File: config.mk
export PLATFORM = sky130hd
export DESIGN_NAME = interlaced_buffer_ctrl_flat
export DESIGN_NICKNAME = d
export VERILOG_FILES = /design/src/rtl/interlaced_buffer_ctrl_pkg.sv /design/src/rtl/interlaced_buffer_ctrl_if.sv /design/src/rtl/interlaced_buffer_ctrl_arbiter.sv /design/src/rtl/interlaced_buffer_ctrl.sv /design/src/flat_wrapper.sv
export SDC_FILE = /design/constraint.sdc
export NUM_CORES = 1
export LEC_CHECK = 0
export ABC_CLOCK_PERIOD_IN_PS = 19800
export BUFFER_PORTS_ARGS = -buffer_cell sky130_fd_sc_hd__buf_2
export CAP_MARGIN = 5
export CELL_PAD_IN_SITES_DETAIL_PLACEMENT = 0
export CELL_PAD_IN_SITES_GLOBAL_PLACEMENT = 2
export CORE_MARGIN = 4
export CORE_UTILIZATION = 34
export DETAILED_ROUTE_END_ITERATION = 7
export PLACE_DENSITY = 0.95
export SYNTH_ARGS = -nofsm -noshare
export SYNTH_HDL_FRONTEND = slang
export SYNTH_HIERARCHICAL = 1
export SYNTH_SLANG_ARGS = --single-unit
File: constraint.sdc
create_clock -name clk -period 19.8 [get_ports clk]
set_clock_uncertainty 0.15 [all_clocks]
set_input_delay 1.98 -clock clk [delete_from_list [all_inputs] [get_ports clk]]
set_output_delay 1.98 -clock clk [all_outputs]
set_load 0.02 [all_outputs]
File: src/rtl/interlaced_buffer_ctrl_pkg.sv
// Shared types, geometry constants and address helpers for the
// line-interleaved triple-buffered pixel store.
package interlaced_pkg;

  localparam int unsigned X            = 320;
  localparam int unsigned Y            = 240;
  localparam int unsigned THIRD_OF_Y   = 80;
  localparam int unsigned SLOT_WORDS   = 25600;
  localparam int unsigned RD_LAT       = 2;
  localparam int unsigned STARVE_LIMIT = 7;

  typedef logic [23:0] pixel_t;
  typedef logic [1:0]  slot_t;
  typedef logic [16:0] baddr_t;
  typedef logic [8:0]  col_t;
  typedef logic [7:0]  row_t;

  typedef enum logic [1:0] {ST_IDLE, ST_WRITE, ST_DONE} wr_state_e;

  typedef struct packed {
    logic       vld;
    logic       tag;
    logic       oor;
    logic [1:0] bsel;
  } rd_meta_t;

  function automatic baddr_t slot_base(input slot_t s, input baddr_t words = baddr_t'(SLOT_WORDS));
    case (s)
      2'd1:    slot_base = words;
      2'd2:    slot_base = words << 1;
      default: slot_base = '0;
    endcase
  endfunction

  // Exact floor(y/3) for any 8-bit y via multiply-by-reciprocal.
  function automatic logic [6:0] div3(input row_t y);
    logic [16:0] p;
    p    = 17'(y) * 17'd171;
    div3 = p[15:9];
  endfunction

  function automatic logic [1:0] mod3(input row_t y);
    row_t q;
    row_t r;
    q    = {1'b0, div3(y)};
    r    = y - (q + q + q);
    mod3 = r[1:0];
  endfunction

endpackage

File: src/rtl/interlaced_buffer_ctrl_if.sv
// Camera, bank and read-requester signals of the interlaced buffer controller.
interface interlaced_buffer_ctrl_if;
  import interlaced_pkg::*;

  logic        cam_valid;
  logic        cam_frame_start;
  pixel_t      cam_pixel;
  logic [2:0]  wr_en;
  baddr_t      wr_addr;
  pixel_t      wr_data;
  logic        rd_sync;
  logic        rd0_req;
  logic        rd1_req;
  col_t        rd0_x;
  col_t        rd1_x;
  row_t        rd0_y;
  row_t        rd1_y;
  logic        rd0_gnt;
  logic        rd1_gnt;
  baddr_t      rd_addr;
  pixel_t      bank_dout_a;
  pixel_t      bank_dout_b;
  pixel_t      bank_dout_c;
  pixel_t      rd_data;
  logic        rd_valid;
  logic        rd_tag;
  logic        frame_ready;
  slot_t       rd_slot;
  slot_t       wr_slot;
  logic [7:0]  partial_frames;

  modport master (
    output cam_valid, cam_frame_start, cam_pixel, rd_sync,
           rd0_req, rd1_req, rd0_x, rd1_x, rd0_y, rd1_y,
           bank_dout_a, bank_dout_b, bank_dout_c,
    input  wr_en, wr_addr, wr_data, rd0_gnt, rd1_gnt, rd_addr,
           rd_data, rd_valid, rd_tag, frame_ready, rd_slot, wr_slot, partial_frames
  );

  modport slave (
    input  cam_valid, cam_frame_start, cam_pixel, rd_sync,
           rd0_req, rd1_req, rd0_x, rd1_x, rd0_y, rd1_y,
           bank_dout_a, bank_dout_b, bank_dout_c,
    output wr_en, wr_addr, wr_data, rd0_gnt, rd1_gnt, rd_addr,
           rd_data, rd_valid, rd_tag, frame_ready, rd_slot, wr_slot, partial_frames
  );

endinterface

File: src/rtl/interlaced_buffer_ctrl_arbiter.sv
// Two-requester read-port arbiter: requester 0 has priority, requester 1
// wins once it has been refused LIMIT consecutive requesting cycles.
module buffer_rd_arbiter
  import interlaced_pkg::*;
#(
  parameter int unsigned LIMIT = STARVE_LIMIT
) (
  input  logic clk,
  input  logic rst_n,
  input  logic req0_i,
  input  logic req1_i,
  output logic gnt0_o,
  output logic gnt1_o,
  output logic winner_o
);

  localparam int unsigned CW = $clog2(LIMIT + 1);

  logic [CW-1:0] starve_q, starve_d;
  logic          starved;

  always_comb begin
    starved  = (starve_q >= CW'(LIMIT));
    gnt1_o   = rst_n && req1_i && (!req0_i || starved);
    gnt0_o   = rst_n && req0_i && !gnt1_o;
    winner_o = gnt1_o;
    starve_d = starve_q;
    if (gnt1_o)
      starve_d = '0;
    else if (req1_i && !starved)
      starve_d = starve_q + CW'(1);
  end

  always_ff @(posedge clk or negedge rst_n) begin
    if (!rst_n) starve_q <= '0;
    else        starve_q <= starve_d;
  end

endmodule

File: src/rtl/interlaced_buffer_ctrl.sv
// Pixel-stream to banked-BRAM write sequencer with triple-buffered frame slots
// and an arbitrated, fully pipelined shared read port.
//   state    | meaning
//   ST_IDLE  | waiting for cam_valid && cam_frame_start
//   ST_WRITE | storing one pixel per cam_valid, raster order
//   ST_DONE  | frame complete: publish slot, pick next write slot
module interlaced_buffer_ctrl
  import interlaced_pkg::*;
#(
  parameter int unsigned COLS  = X,
  parameter int unsigned ROWS  = Y,
  parameter int unsigned LAT   = RD_LAT,
  parameter int unsigned LIMIT = STARVE_LIMIT
) (
  input logic clk,
  input logic reset_n,
  interlaced_buffer_ctrl_if.slave bus
);

  localparam baddr_t WORDS    = baddr_t'(COLS * ROWS / 3);
  localparam col_t   LAST_COL = col_t'(COLS - 1);
  localparam row_t   LAST_ROW = row_t'(ROWS - 1);

  wr_state_e  state_q;
  col_t       col_q;
  row_t       row_q;
  logic [1:0] rmod_q;
  baddr_t     line_q;
  logic [2:0] wr_en_q;
  baddr_t     wr_addr_q;
  pixel_t     wr_data_q;
  logic [7:0] partial_q;
  logic       frame_ready_q;
  slot_t      wr_slot_q, wr_slot_d;
  slot_t      rd_slot_q, rd_slot_d;
  slot_t      latest_q, latest_d;
  baddr_t     base_w;

  assign base_w = slot_base(wr_slot_q, WORDS);

  always_ff @(posedge clk or negedge reset_n) begin
    if (!reset_n) begin
      state_q       <= ST_IDLE;
      col_q         <= '0;
      row_q         <= '0;
      rmod_q        <= '0;
      line_q        <= '0;
      wr_en_q       <= '0;
      wr_addr_q     <= '0;
      wr_data_q     <= '0;
      partial_q     <= '0;
      frame_ready_q <= 1'b0;
    end else begin
      wr_en_q   <= '0;
      wr_data_q <= bus.cam_pixel;
      case (state_q)
        ST_IDLE, ST_WRITE: begin
          if (bus.cam_valid && bus.cam_frame_start) begin
            // A frame start always lands at (0,0) of the current write slot.
            wr_en_q   <= 3'b001;
            wr_addr_q <= base_w;
            col_q     <= col_t'(1);
            row_q     <= '0;
            rmod_q    <= '0;
            line_q    <= '0;
            state_q   <= ST_WRITE;
            if (state_q == ST_WRITE && partial_q != 8'hFF)
              partial_q <= partial_q + 8'd1;
          end else if (bus.cam_valid && state_q == ST_WRITE) begin
            wr_en_q   <= 3'b001 << rmod_q;
            wr_addr_q <= base_w + line_q + baddr_t'(col_q);
            if (col_q == LAST_COL) begin
              col_q <= '0;
              if (row_q == LAST_ROW) begin
                state_q <= ST_DONE;
              end else begin
                row_q <= row_q + 8'd1;
                if (rmod_q == 2'd2) begin
                  rmod_q <= '0;
                  line_q <= line_q + baddr_t'(COLS);
                end else begin
                  rmod_q <= rmod_q + 2'd1;
                end
              end
            end else begin
              col_q <= col_q + 9'd1;
            end
          end
        end
        ST_DONE: begin
          frame_ready_q <= 1'b1;
          state_q       <= ST_IDLE;
        end
        default: state_q <= ST_IDLE;
      endcase
    end
  end

  // Completion is applied before a coincident rd_sync so the reader can
  // take the slot that just finished.
  always_comb begin
    latest_d  = latest_q;
    wr_slot_d = wr_slot_q;
    rd_slot_d = rd_slot_q;
    if (state_q == ST_DONE) begin
      latest_d  = wr_slot_q;
      wr_slot_d = 2'd3 - wr_slot_q - rd_slot_q;
    end
    if (bus.rd_sync && latest_d != rd_slot_q)
      rd_slot_d = latest_d;
  end

  always_ff @(posedge clk or negedge reset_n) begin
    if (!reset_n) begin
      wr_slot_q <= 2'd0;
      rd_slot_q <= 2'd2;
      latest_q  <= 2'd2;
    end else begin
      wr_slot_q <= wr_slot_d;
      rd_slot_q <= rd_slot_d;
      latest_q  <= latest_d;
    end
  end

  logic     gnt0, gnt1, winner;
  col_t     sel_x;
  row_t     sel_y;
  logic     sel_oor;
  baddr_t   sel_addr;
  baddr_t   rd_addr_q;
  rd_meta_t meta_q [LAT+1];
  rd_meta_t meta_out;

  buffer_rd_arbiter #(.LIMIT(LIMIT)) u_arb (
    .clk      (clk),
    .rst_n    (reset_n),
    .req0_i   (bus.rd0_req),
    .req1_i   (bus.rd1_req),
    .gnt0_o   (gnt0),
    .gnt1_o   (gnt1),
    .winner_o (winner)
  );

  always_comb begin
    sel_x    = winner ? bus.rd1_x : bus.rd0_x;
    sel_y    = winner ? bus.rd1_y : bus.rd0_y;
    sel_oor  = (sel_x >= col_t'(COLS)) || (sel_y >= row_t'(ROWS));
    sel_addr = slot_base(rd_slot_q, WORDS);
    if (!sel_oor)
      sel_addr = sel_addr + baddr_t'(div3(sel_y)) * baddr_t'(COLS) + baddr_t'(sel_x);
  end

  // Bank select and range flag ride alongside the BRAM latency.
  always_ff @(posedge clk or negedge reset_n) begin
    if (!reset_n) begin
      rd_addr_q <= '0;
      for (int i = 0; i <= int'(LAT); i++) meta_q[i] <= '0;
    end else begin
      if (gnt0 || gnt1) rd_addr_q <= sel_addr;
      meta_q[0] <= '{vld: gnt0 || gnt1, tag: winner, oor: sel_oor, bsel: mod3(sel_y)};
      for (int i = 1; i <= int'(LAT); i++) meta_q[i] <= meta_q[i-1];
    end
  end

  assign meta_out = meta_q[LAT];

  always_comb begin
    bus.rd_data = '0;
    if (meta_out.vld && !meta_out.oor) begin
      case (meta_out.bsel)
        2'd0:    bus.rd_data = bus.bank_dout_a;
        2'd1:    bus.rd_data = bus.bank_dout_b;
        default: bus.rd_data = bus.bank_dout_c;
      endcase
    end
  end

  assign bus.rd_valid       = meta_out.vld;
  assign bus.rd_tag         = meta_out.tag;
  assign bus.rd_addr        = rd_addr_q;
  assign bus.rd0_gnt        = gnt0;
  assign bus.rd1_gnt        = gnt1;
  assign bus.wr_en          = wr_en_q;
  assign bus.wr_addr        = wr_addr_q;
  assign bus.wr_data        = wr_data_q;
  assign bus.frame_ready    = frame_ready_q;
  assign bus.partial_frames = partial_q;
  assign bus.wr_slot        = wr_slot_q;
  assign bus.rd_slot        = rd_slot_q;

endmodule

File: src/flat_wrapper.sv
// flat-port wrapper written by rule: the top's interface ports become plain ports
module interlaced_buffer_ctrl_flat import interlaced_pkg::*;
#(
  parameter int unsigned COLS  = X,
  parameter int unsigned ROWS  = Y,
  parameter int unsigned LAT   = RD_LAT,
  parameter int unsigned LIMIT = STARVE_LIMIT
)
  (clk, reset_n, bus_cam_valid, bus_cam_frame_start, bus_cam_pixel, bus_rd_sync, bus_rd0_req, bus_rd1_req, bus_rd0_x, bus_rd1_x, bus_rd0_y, bus_rd1_y, bus_bank_dout_a, bus_bank_dout_b, bus_bank_dout_c, bus_wr_en, bus_wr_addr, bus_wr_data, bus_rd0_gnt, bus_rd1_gnt, bus_rd_addr, bus_rd_data, bus_rd_valid, bus_rd_tag, bus_frame_ready, bus_rd_slot, bus_wr_slot, bus_partial_frames);
  interlaced_buffer_ctrl_if bus_i ();
  input logic clk;
  input logic reset_n;
  input wire logic [$bits(bus_i.cam_valid)-1:0] bus_cam_valid;
  input wire logic [$bits(bus_i.cam_frame_start)-1:0] bus_cam_frame_start;
  input wire logic [$bits(bus_i.cam_pixel)-1:0] bus_cam_pixel;
  input wire logic [$bits(bus_i.rd_sync)-1:0] bus_rd_sync;
  input wire logic [$bits(bus_i.rd0_req)-1:0] bus_rd0_req;
  input wire logic [$bits(bus_i.rd1_req)-1:0] bus_rd1_req;
  input wire logic [$bits(bus_i.rd0_x)-1:0] bus_rd0_x;
  input wire logic [$bits(bus_i.rd1_x)-1:0] bus_rd1_x;
  input wire logic [$bits(bus_i.rd0_y)-1:0] bus_rd0_y;
  input wire logic [$bits(bus_i.rd1_y)-1:0] bus_rd1_y;
  input wire logic [$bits(bus_i.bank_dout_a)-1:0] bus_bank_dout_a;
  input wire logic [$bits(bus_i.bank_dout_b)-1:0] bus_bank_dout_b;
  input wire logic [$bits(bus_i.bank_dout_c)-1:0] bus_bank_dout_c;
  output wire logic [$bits(bus_i.wr_en)-1:0] bus_wr_en;
  output wire logic [$bits(bus_i.wr_addr)-1:0] bus_wr_addr;
  output wire logic [$bits(bus_i.wr_data)-1:0] bus_wr_data;
  output wire logic [$bits(bus_i.rd0_gnt)-1:0] bus_rd0_gnt;
  output wire logic [$bits(bus_i.rd1_gnt)-1:0] bus_rd1_gnt;
  output wire logic [$bits(bus_i.rd_addr)-1:0] bus_rd_addr;
  output wire logic [$bits(bus_i.rd_data)-1:0] bus_rd_data;
  output wire logic [$bits(bus_i.rd_valid)-1:0] bus_rd_valid;
  output wire logic [$bits(bus_i.rd_tag)-1:0] bus_rd_tag;
  output wire logic [$bits(bus_i.frame_ready)-1:0] bus_frame_ready;
  output wire logic [$bits(bus_i.rd_slot)-1:0] bus_rd_slot;
  output wire logic [$bits(bus_i.wr_slot)-1:0] bus_wr_slot;
  output wire logic [$bits(bus_i.partial_frames)-1:0] bus_partial_frames;
  assign bus_i.cam_valid = bus_cam_valid;
  assign bus_i.cam_frame_start = bus_cam_frame_start;
  assign bus_i.cam_pixel = bus_cam_pixel;
  assign bus_i.rd_sync = bus_rd_sync;
  assign bus_i.rd0_req = bus_rd0_req;
  assign bus_i.rd1_req = bus_rd1_req;
  assign bus_i.rd0_x = bus_rd0_x;
  assign bus_i.rd1_x = bus_rd1_x;
  assign bus_i.rd0_y = bus_rd0_y;
  assign bus_i.rd1_y = bus_rd1_y;
  assign bus_i.bank_dout_a = bus_bank_dout_a;
  assign bus_i.bank_dout_b = bus_bank_dout_b;
  assign bus_i.bank_dout_c = bus_bank_dout_c;
  assign bus_wr_en = bus_i.wr_en;
  assign bus_wr_addr = bus_i.wr_addr;
  assign bus_wr_data = bus_i.wr_data;
  assign bus_rd0_gnt = bus_i.rd0_gnt;
  assign bus_rd1_gnt = bus_i.rd1_gnt;
  assign bus_rd_addr = bus_i.rd_addr;
  assign bus_rd_data = bus_i.rd_data;
  assign bus_rd_valid = bus_i.rd_valid;
  assign bus_rd_tag = bus_i.rd_tag;
  assign bus_frame_ready = bus_i.frame_ready;
  assign bus_rd_slot = bus_i.rd_slot;
  assign bus_wr_slot = bus_i.wr_slot;
  assign bus_partial_frames = bus_i.partial_frames;
  interlaced_buffer_ctrl #(.COLS(COLS), .ROWS(ROWS), .LAT(LAT), .LIMIT(LIMIT)) u_core (.clk(clk), .reset_n(reset_n), .bus(bus_i));
endmodule
==> summary.txt <==
Status
  • Status: finished, final reports clean

CTS
  • Total CTS buffers: 17
  • CTS tree: yes
  • Max Root-Sink Buffers: 2
  • Post-CTS sizing: 0
  • Clk_lat worst skew: 0.41 ns
  • Postcts setup bufs: 0
  • Root buffer cell: clkbuf_16
  • Clk sinks: 126
  • Worst-path clk slew: 0.05 ns
  • H-tree depth: 4
  • Hold buffer count at cts: 0

STA
  • Crit share post-route: 48.1%
  • Endpoints failing setup: 0
  • Normalized max-slew margin: 34.3%
  • FMAX: 0.105 GHz
  • Pins Over Slew Limit: 0
  • Setup TNS: 0 ns
  • Slew at the pin with the worst max-slew slack: 0.986 ns
  • RSZ-0062 raised after global routing: no
  • Final Hold Viols: 0
  • Post-layout min period: 9.53 ns

Yosys
  • Post-synth EDFFs: 0
  • Syn avg cell area: 9.97 µm²
  • Synth top cells by count: dfrtp_1 (124), nor2_1 (87), ha_1 (77), nand2_1 (65), a21oi_1 (57)
  • Largest cells by area after synthesis: dfrtp_1 (40%), ha_1 (13%), mux2i_1 (4.6%)
  • Synthesis Warnings: 6
  • Synth Flop Type: dfrtp_1
  • Sequential cell area fraction in the yosys report: 41.0%
  • Cells after Synth: 772
  • #FFs+latches synth: 126
  • Synth async-reset ratio: 100%
  • Net count after synthesis: 1000
  • Dominant cell type by area after synthesis: dfrtp_1
  • Synth top area share: 40.3%
  • Most frequent cell after synthesis: dfrtp_1
  • Synthesized cell area: 7700 µm²
  • Count of different cell masters after synthesis: 58

Floorplan
  • Die Y: 158 µm
  • I/O pins: 239
  • Die Wd: 158 µm
  • Row cnt: 54
  • Die area: 25100 µm²
  • Initial core utilization: 35.0%
  • Placeable Area: 22000 µm²

Worst setup path
  • RR Startpoint: u_core/u_arb/starve_q[0]
  • Most used cell, CP: ha_1
  • Crit end category: register
  • CP arrival: 9.71 ns
  • Maximum fanout along the worst path: 89
  • Worst Path Required: 19.98 ns
  • Startpoint Class: input port
  • Crit-path max cell delay: 0.58 ns
  • CP max stage cell: buf_6
  • Crit path kind: in2reg
  • CP startpoint: reset_n

Global routing
  • Antenna violations before repair: 0
  • Overall Global Routing Usage: 16.0%
  • Largest net degree at the start of global routing: 90
  • Vias in the first global route: 6397
  • GRT Residual Overflow: 0
  • Wire length of the first global-routing pass: 32300 µm

Routing
  • Final ANT Viol Nets: 0
  • Vias per cell: 4.88
  • Initial DRC Count: 276
  • Router iterations before antenna repair: 5
  • Post-DR wirelength/cell: 15.2 µm
  • Via count: 6359
  • Post-Route WL: 19900 µm
  • DRC viols: 0

Power and ir drop
  • VDD IR max: 0.104 mV
  • Pleak: 5.14 nW
  • Cell Pwr Density: 148 nW/µm²

Place
  • # port buffers: 238
  • Post-DP HPWL: 15500 µm
  • Routability cong.: 0.804
  • Area after DPL: 9200 µm²

Cells and area
  • Filler instances: 2169
  • Diode count: 0
  • Synth-to-layout area growth: 27.2%
  • Post-route design area: 9790 µm²
  • Share of layout cells above drive strength 1: 29.4%
  • Layout Nets: 1238

Job
  • Max cap viols: 0

Worst hold path
  • Hold Path Origin: u_core/meta_q[7]
  • Hold Path Class: reg2reg
==> cell type report <==
class	instances	area, µm²	area share, %
multi-input cells	579	4290	43.8
flip-flops and latches	126	3160	32.2
repair buffers	245	1250	12.8
clock buffers	20	457	4.66
well taps	280	350	3.58
inverters	41	154	1.57
clock inverters	12	136	1.39
==> flip-flops by register name, indices dropped and copies added, names as in the netlist, 3 cells and up <==
name and count:
u_core/bus.wr_data 24, u_core/bus.rd_addr 17, u_core/bus.wr_addr 17, u_core/line_q 11, u_core/meta_q 10, u_core/col_q 9, u_core/bus.partial_frames 8, u_core/row_q 8
u_core/bus.wr_en 3, u_core/meta_out 3, u_core/u_arb/starve_q 3
==> cells in the final DEF, fill, tap and decap left out, types with 23 or more instances in the layout <==
cell type / netlist / routed
xnor2_1: 29 / 29
a21oi_1: 57 / 56
dfrtp_1: 124 / 124
inv_1: 41 / 41
nand2_1: 65 / 65
ha_1: 77 / 77
nor2_1: 87 / 86
o21ai_0: 36 / 36
xor2_1: 23 / 23
mux2i_1: 35 / 35
buf_2: 2 / 237
==> worst paths after layout <==
path	slack, ns	to	depth (start not counted)
max in group asynchronous	16.93	u_core/bus.wr_data[20]	2
worst max register to register	11.63	u_core/bus.rd_addr[15]	30
worst min-delay path	0.20	u_core/meta_out[2]	0
min in group asynchronous	1.48	u_core/col_q[5]	1
worst max-delay path	10.27	u_core/bus.rd_addr[15]	29
worst min register to register	0.20	u_core/meta_out[2]	0
==> cell families (layout without fill, tap and decap cells) <==
family / after synthesis / after routing / share of synthesized area (%)
AO/OA/AOI/OAI: 167 / 167 / 14.3
XOR/XNOR: 52 / 52 / 5.92
adder cells (fa/ha/maj): 91 / 91 / 16.2
buffers and inverters: 67 / 318 / 3.35
flip-flops: 126 / 126 / 41.0
multiplexers: 43 / 43 / 5.72
AND/OR/NAND/NOR: 226 / 226 / 13.6
==> per-layer routing <==
| metal | global-route usage (%) | wire [µm] | vias to the layer above |
|---|---|---|---|
| li1 | - | - | 3180 |
| met1 | 20.9 | 8620 | 3040 |
| met2 | 27.5 | 10300 | 124 |
| met3 | 2.96 | 762 | 15 |
| met4 | 3.98 | 222 | 0 |
| met5 | 0 | 0 | - |
==> per-stage QoR <==
step / hold slack (ns) / total power [mW] / cells / util, % / worst slack (ns)
4_1_cts: 0.197 / 1.47 / 1303 / 44.5 / 10.15
5_1_grt: 0.205 / 1.59 / 1303 / 44.5 / 9.29
2_1_floorplan: 0.181 / 0.958 / 772 / - / 10.49
3_5_place_dp: 0.185 / 1.15 / 1271 / 41.8 / 9.74
6_report: 0.196 / 1.45 / 1303 / 44.5 / 10.27
3_3_place_gp: 0.184 / 1.14 / 1271 / 41.8 / 9.82
==> power by group <==
group | internal (mW) | switching, mW
Sequential | 0.296 | 0.0265
Clock | 0.193 | 0.115
Combinational | 0.354 | 0.462
Total | 0.843 | 0.603
==> worst max-delay path, delay by kind of cell <==
family	cells	cell delay, ns
simple gates	3	0.54
xor+xnor	3	0.45
mux	1	0.31
buf+inv	4	1.14
fa+ha+maj	9	3.47
compound gates	9	1.79
Note: power is estimated with default switching activity, not from simulation.
